===== config.mk =====
export PLATFORM = sky130hd
export DESIGN_NAME = control_sequencer
export DESIGN_NICKNAME = d
export VERILOG_FILES = /design/src/rtl/control_sequencer.sv
export SDC_FILE = /design/constraint.sdc
export NUM_CORES = 1
export LEC_CHECK = 0
export CORE_MARGIN = 2
export CORE_UTILIZATION = 53
export DETAILED_ROUTE_END_ITERATION = 8
export PLACE_DENSITY = 0.79
export SETUP_SLACK_MARGIN = 0.15
export SLEW_MARGIN = 20
export SYNTH_ARGS = -nofsm -noshare
export SYNTH_HDL_FRONTEND = slang
export SYNTH_SLANG_ARGS = --single-unit
export TNS_END_PERCENT = 50

===== constraint.sdc =====
create_clock -name clk -period 2.7 [get_ports clk]
set_input_delay 0.54 -clock clk [delete_from_list [all_inputs] [get_ports clk]]
set_output_delay 0.54 -clock clk [all_outputs]
set_load 0.02 [all_outputs]

===== src/rtl/control_sequencer.sv =====
// control_sequencer: microcoded fetch/decode/execute control FSM with memory-timeout detection.
// Inputs : clk, rst_n (async, active-low), start (run request), mem_ready (read data valid),
//          ir_in (opcode from instruction register).
// Outputs: LDAR/mem_rd/LDDR/LDIR/pc_inc strobes, counter_out (micro-address, 0 = no override),
//          busy, halted, mem_err (sticky timeout), state (debug encoding).
module control_sequencer #(
  parameter int                         INSTRUCTION_LEN = 6,
  parameter int                         TIMEOUT         = 255,
  parameter logic [INSTRUCTION_LEN-1:0] HALT_OP         = 'h3F
) (
  input  logic                       clk,
  input  logic                       rst_n,
  input  logic                       start,
  input  logic                       mem_ready,
  input  logic [INSTRUCTION_LEN-1:0] ir_in,
  output logic                       LDAR,
  output logic                       mem_rd,
  output logic                       LDDR,
  output logic                       LDIR,
  output logic                       pc_inc,
  output logic [INSTRUCTION_LEN-1:0] counter_out,
  output logic                       busy,
  output logic                       halted,
  output logic                       mem_err,
  output logic [2:0]                 state
);
  typedef enum logic [2:0] {
    IDLE, FETCH_ADDR, FETCH_WAIT, FETCH_LOAD, LOAD_IR, DECODE, EXEC, HALT
  } state_e;
  localparam int WW = $clog2(TIMEOUT + 1);
  localparam logic [WW-1:0] LAST = WW'(TIMEOUT - 1);
  state_e                     state_q, state_d;
  logic [INSTRUCTION_LEN-1:0] op_q, op_d;
  logic [1:0]                 step_q, step_d;
  logic [WW-1:0]              wait_q, wait_d;
  logic                       err_d;
  assign state = state_q;
  always_comb begin
    state_d = state_q;
    op_d    = op_q;
    step_d  = step_q;
    wait_d  = wait_q;
    err_d   = mem_err;
    case (state_q)
      IDLE:       state_d = start ? FETCH_ADDR : IDLE;
      FETCH_ADDR: begin
        state_d = FETCH_WAIT;
        wait_d  = '0;
      end
      // ready wins over timeout in the final wait cycle
      FETCH_WAIT: begin
        if (mem_ready) state_d = FETCH_LOAD;
        else if (wait_q == LAST) begin
          state_d = HALT;
          err_d   = 1'b1;
        end else wait_d = wait_q + 1'b1;
      end
      FETCH_LOAD: state_d = LOAD_IR;
      LOAD_IR:    state_d = DECODE;
      DECODE: begin
        op_d    = ir_in;
        step_d  = '0;
        state_d = (ir_in == HALT_OP) ? HALT : EXEC;
      end
      // run length is op[1:0]+1, so the last step index equals op[1:0]
      EXEC: begin
        if (step_q == op_q[1:0]) state_d = FETCH_ADDR;
        else step_d = step_q + 1'b1;
      end
      HALT: begin
        if (start) begin
          state_d = FETCH_ADDR;
          err_d   = 1'b0;
        end
      end
      default: state_d = IDLE;
    endcase
  end
  // outputs are registered from the next-state values so they align with state_q
  always_ff @(posedge clk or negedge rst_n) begin
    if (!rst_n) begin
      state_q     <= IDLE;
      op_q        <= '0;
      step_q      <= '0;
      wait_q      <= '0;
      mem_err     <= 1'b0;
      LDAR        <= 1'b0;
      mem_rd      <= 1'b0;
      LDDR        <= 1'b0;
      LDIR        <= 1'b0;
      pc_inc      <= 1'b0;
      counter_out <= '0;
      busy        <= 1'b0;
      halted      <= 1'b0;
    end else begin
      state_q     <= state_d;
      op_q        <= op_d;
      step_q      <= step_d;
      wait_q      <= wait_d;
      mem_err     <= err_d;
      LDAR        <= state_d == FETCH_ADDR;
      mem_rd      <= state_d == FETCH_WAIT;
      LDDR        <= state_d == FETCH_LOAD;
      LDIR        <= state_d == LOAD_IR;
      pc_inc      <= state_d == LOAD_IR;
      counter_out <= (state_d == EXEC && step_d != '0) ? op_d + INSTRUCTION_LEN'(step_d) : '0;
      busy        <= state_d != IDLE && state_d != HALT;
      halted      <= state_d == HALT;
    end
  end
endmodule


==> tab_implementation.tex <==
\begin{tabular}{lr}
\hline
Metric & Value \\
\hline
\multicolumn{2}{l}{\textbf{Outcome}} \\
Status & finished clean \\
\multicolumn{2}{l}{\textbf{Synthesis}} \\
Share of synthesized cell area in full adder, half adder and majority cells & 4.121\% \\
Fraction of the mapped netlist area in compound gates & 13.17\% \\
Count of distinct cell types in the synthesized netlist & between 40 and 50 \\
Share of flip-flops with an asynchronous set or reset & 100.0\% \\
Net Count, Synth & 183 \\
Most used DFF post-synth & dfrtp\_1 \\
Most frequently used cell type in the post-synthesis netlist & dfrtp\_1 \\
Proportion of synthesized chip area in sequential cells & 47.09\% \\
Simple-gate portion of the synthesized area & 20.68\% \\
Combinational family with the most area after synthesis & simple AND/OR/NAND/NOR gates \\
Yosys warning total & 0 \\
Synthesized area per cell & $\sim$10 um2 \\
Proportion of netlist area held by the largest area contributor & 47.09\% \\
Netlist area before placement & 1700 um2 \\
Cell type with the highest aggregate area in the netlist & dfrtp\_1 \\
Number of synthesized flops with an enable pin & 0 \\
Synth Instances & 168 \\
Share of synthesized area spent on multiplexers & $\sim$4.3\% \\
Synth Area in XOR/XNOR & 3.091\% \\
Post-synthesis sequential element count & 32 \\
Cell types with the largest area share after synthesis & dfrtp\_1 47\%, nor2\_1 3.3\%, xnor2\_1 3.1\% \\
Synth cell count leaders & 32 x dfrtp\_1, 15 x nor2\_1, 13 x inv\_1, 9 x a21oi\_1, 8 x nand2\_1 \\
\multicolumn{2}{l}{\textbf{Placed design}} \\
Gpl congestion & between 0.8 and 0.9 \\
Number of I/O port buffers & 26 \\
Detailed-placement wirelength estimate & 2586 um \\
Pre-CTS worst setup slack & 0.08489 ns \\
\multicolumn{2}{l}{\textbf{STA}} \\
Setup Skew & 0.007899 ns \\
Least setup slack across all paths after layout & 0.4062 ns \\
Finish-stage setup viols & 0 \\
Setup repair after global routing missed its margin & false \\
Slew Limit Fails & 0 \\
Worst rel slew slack & around 51\% \\
Final period util & between 80\% and 90\% \\
Actual transition at the worst max-transition pin & between 0.7 and 0.8 ns \\
Summed negative setup slack over all endpoints & 0 ns \\
Post-layout min period & about 2.3 ns \\
Max Freq & 0.4360 GHz \\
Hold Violations, Final & 0 \\
\multicolumn{2}{l}{\textbf{Worst setup path}} \\
Critical path class & flop to flop \\
Crit path capture type & flop \\
Critical path data arrival time & 2.54 ns \\
R2r endpoint & busy \\
Required time reported for the critical path endpoint & 2.94 ns \\
Last element of the critical path & busy \\
Startpoint type of the worst setup path & flop \\
Reg-to-Reg Start & state[2] \\
Launch point of the worst path & state[2] \\
R2R Setup Slk & 0.41 ns \\
Cell count of the worst reg-to-reg path & 7 \\
Maximum fanout encountered on the critical timing path & 12 \\
\multicolumn{2}{l}{\textbf{Detailed routing}} \\
Remaining design rule violation count & 0 \\
Routed WL per cell & between 10 and 15 um \\
Final wirelength & 3600 um \\
Via-per-instance ratio & 5.566 \\
Detailed Route Iter0 Violations & 54 \\
Final ANT Viol Nets & 0 \\
Number of vias after detailed routing & 1347 \\
First-pass iteration count of the detailed router & 4 \\
\multicolumn{2}{l}{\textbf{Hold path}} \\
Min-delay worst type & flop to flop \\
\multicolumn{2}{l}{\textbf{Floorplanning}} \\
Count of pins on the block boundary & 27 \\
Placeable core area & between 3000 and 4000 um2 \\
Width of the die & 60.64 um \\
Initial core utilization & 55.70\% \\
Die height & 60.64 um \\
Die area & 3677 um2 \\
Number of placement rows & 20 \\
\multicolumn{2}{l}{\textbf{Cells and area}} \\
Area growth, synth to finish & 22.52\% \\
Fill count & about 230 \\
Share of post-route cells with drive strength above 1 & 12.63\% \\
Total Nets Final & around 210 \\
Antenna cell count & 0 \\
\multicolumn{2}{l}{\textbf{Clock tree}} \\
Largest buffer count on any clock path & 2 \\
Number of clock buffers inserted by TritonCTS & 5 \\
Clock network latency to the later pin of the worst-skew pair & between 0.3 and 0.4 ns \\
H-tree Lvls & 2 \\
TritonCTS clock tree & built \\
Cell chosen for the clock root & clkbuf\_4 \\
Num Clock Sinks & 32 \\
CTS clk-pin slew, worst paths & 0.11 ns \\
Count of hold buffers inserted by post-cts repair & 0 \\
Number of setup buffers added after CTS & 0 \\
\multicolumn{2}{l}{\textbf{Global routing}} \\
Antenna violations before repair & 0 \\
Largest net degree at the start of global routing & 33 \\
Residual overflow from global routing & 0 \\
First-pass GRT wire length & approximately 6000 um \\
Vias in the first global route & 1311 \\
GRT Total Usage & $\sim$23\% \\
\multicolumn{2}{l}{\textbf{Power and ir drop}} \\
Max rail drop VDD & 0.0007821 V \\
Power per cell area & roughly 1200 nW/um2 \\
Total leakage power & 0.9416 nW \\
\multicolumn{2}{l}{\textbf{Job}} \\
Maxcap violations & 0 \\
\hline
\end{tabular}
sequential cells by signal (all words and copies together), names as in the netlist:
name,flops
op_q,6
halted,1
pc_inc,1
step_q,2
LDDR,1
state,3
counter_out,6
mem_err,1
wait_q,8
mem_rd,1
LDAR,1
busy,1
routing by layer:
metal,track usage (%),wire (um),vias up
li1,-,-,646
met3,6.610,193,7
met2,35.48,1780,40
met1,28.93,1564,654
met4,11.18,61,0
met5,0,0,-
logic make-up after synthesis:
| family | Yosys count |
|---|---|
| compound gates | 33 |
| flops | 32 |
| xor+xnor | 6 |
| buf+inv | 23 |
| fa+ha+maj | 5 |
| simple gates | 62 |
| mux | 7 |
power breakdown:
part | internal, mW | total [mW] | switching, mW
logic | 0.580 | 1.33 | 0.755
clock network | 0.246 | 0.424 | 0.178
registers | 0.647 | 0.786 | 0.139
worst min-delay path by stage:
stage / startpoint / endpoint / cells after the start
finish: op_q[4] / op_q[4] / 2
global route: op_q[5] / op_q[5] / 2
CTS: op_q[5] / op_q[5] / 2
detailed placement: op_q[5] / op_q[5] / 2
global placement: op_q[5] / op_q[5] / 2
floorplan: rst_n / LDAR / 0
metrics by stage:
step / power, mW / hold WS, ns / area, um2 / std cells / util (%)
4_1_cts: 2.541 / 0.5551 / 2076 / 242 / 67.99
6_report: 2.544 / 0.5542 / 2083 / 242 / 68.24
3_5_place_dp: 2.113 / 0.5318 / 1981 / 234 / 64.88
2_1_floorplan: 1.748 / 0.2444 / 1700 / 168 / -
5_1_grt: 2.720 / 0.5937 / 2083 / 242 / 68.24
3_3_place_gp: 2.054 / 0.5208 / 1981 / 234 / 64.88
critical path: stages (launching register included):
cell      delay, ns
dfrtp_1        0.47
buf_4          0.21
or3b_1         0.42
or3_1          0.33
o311ai_2       0.21
buf_4          0.31
and3_1         0.19
nor2_1         0.04
area by class of cell:
cell class,count,area (um2),share of cell area (%)
well taps,44,55.05,2.643
clock buffers,7,65.06,3.123
flip-flops and latches,32,800.8,38.44
multi-input cells,113,778.2,37.36
inverters,13,48.80,2.342
clock inverters,1,30.03,1.441
repair buffers,32,305.3,14.65
placed cells by master, fill, tap and decap left out, types with 3 or more instances in the layout:
master,count
nand3b_1,3
dfrtp_1,32
o31ai_1,3
clkbuf_4,5
xnor2_1,5
nand2_1,8
or3_1,6
o21ai_0,5
nor2_1,15
nand3_1,5
o21ai_2,4
a21oi_1,9
a31oi_1,3
ha_1,4
clkdlybuf4s50_1,26
buf_4,6
inv_1,13
nor3_1,3
mux2i_1,5
nand4_1,4
timing repair:
item | 4_1_cts | 5_1_grt
hold endpoints to repair | 0 | 0
resized for setup | 0 | 2
endpoints found under the setup margin | 0 | 1
No activity file was read; power rests on OpenSTA's default activity.
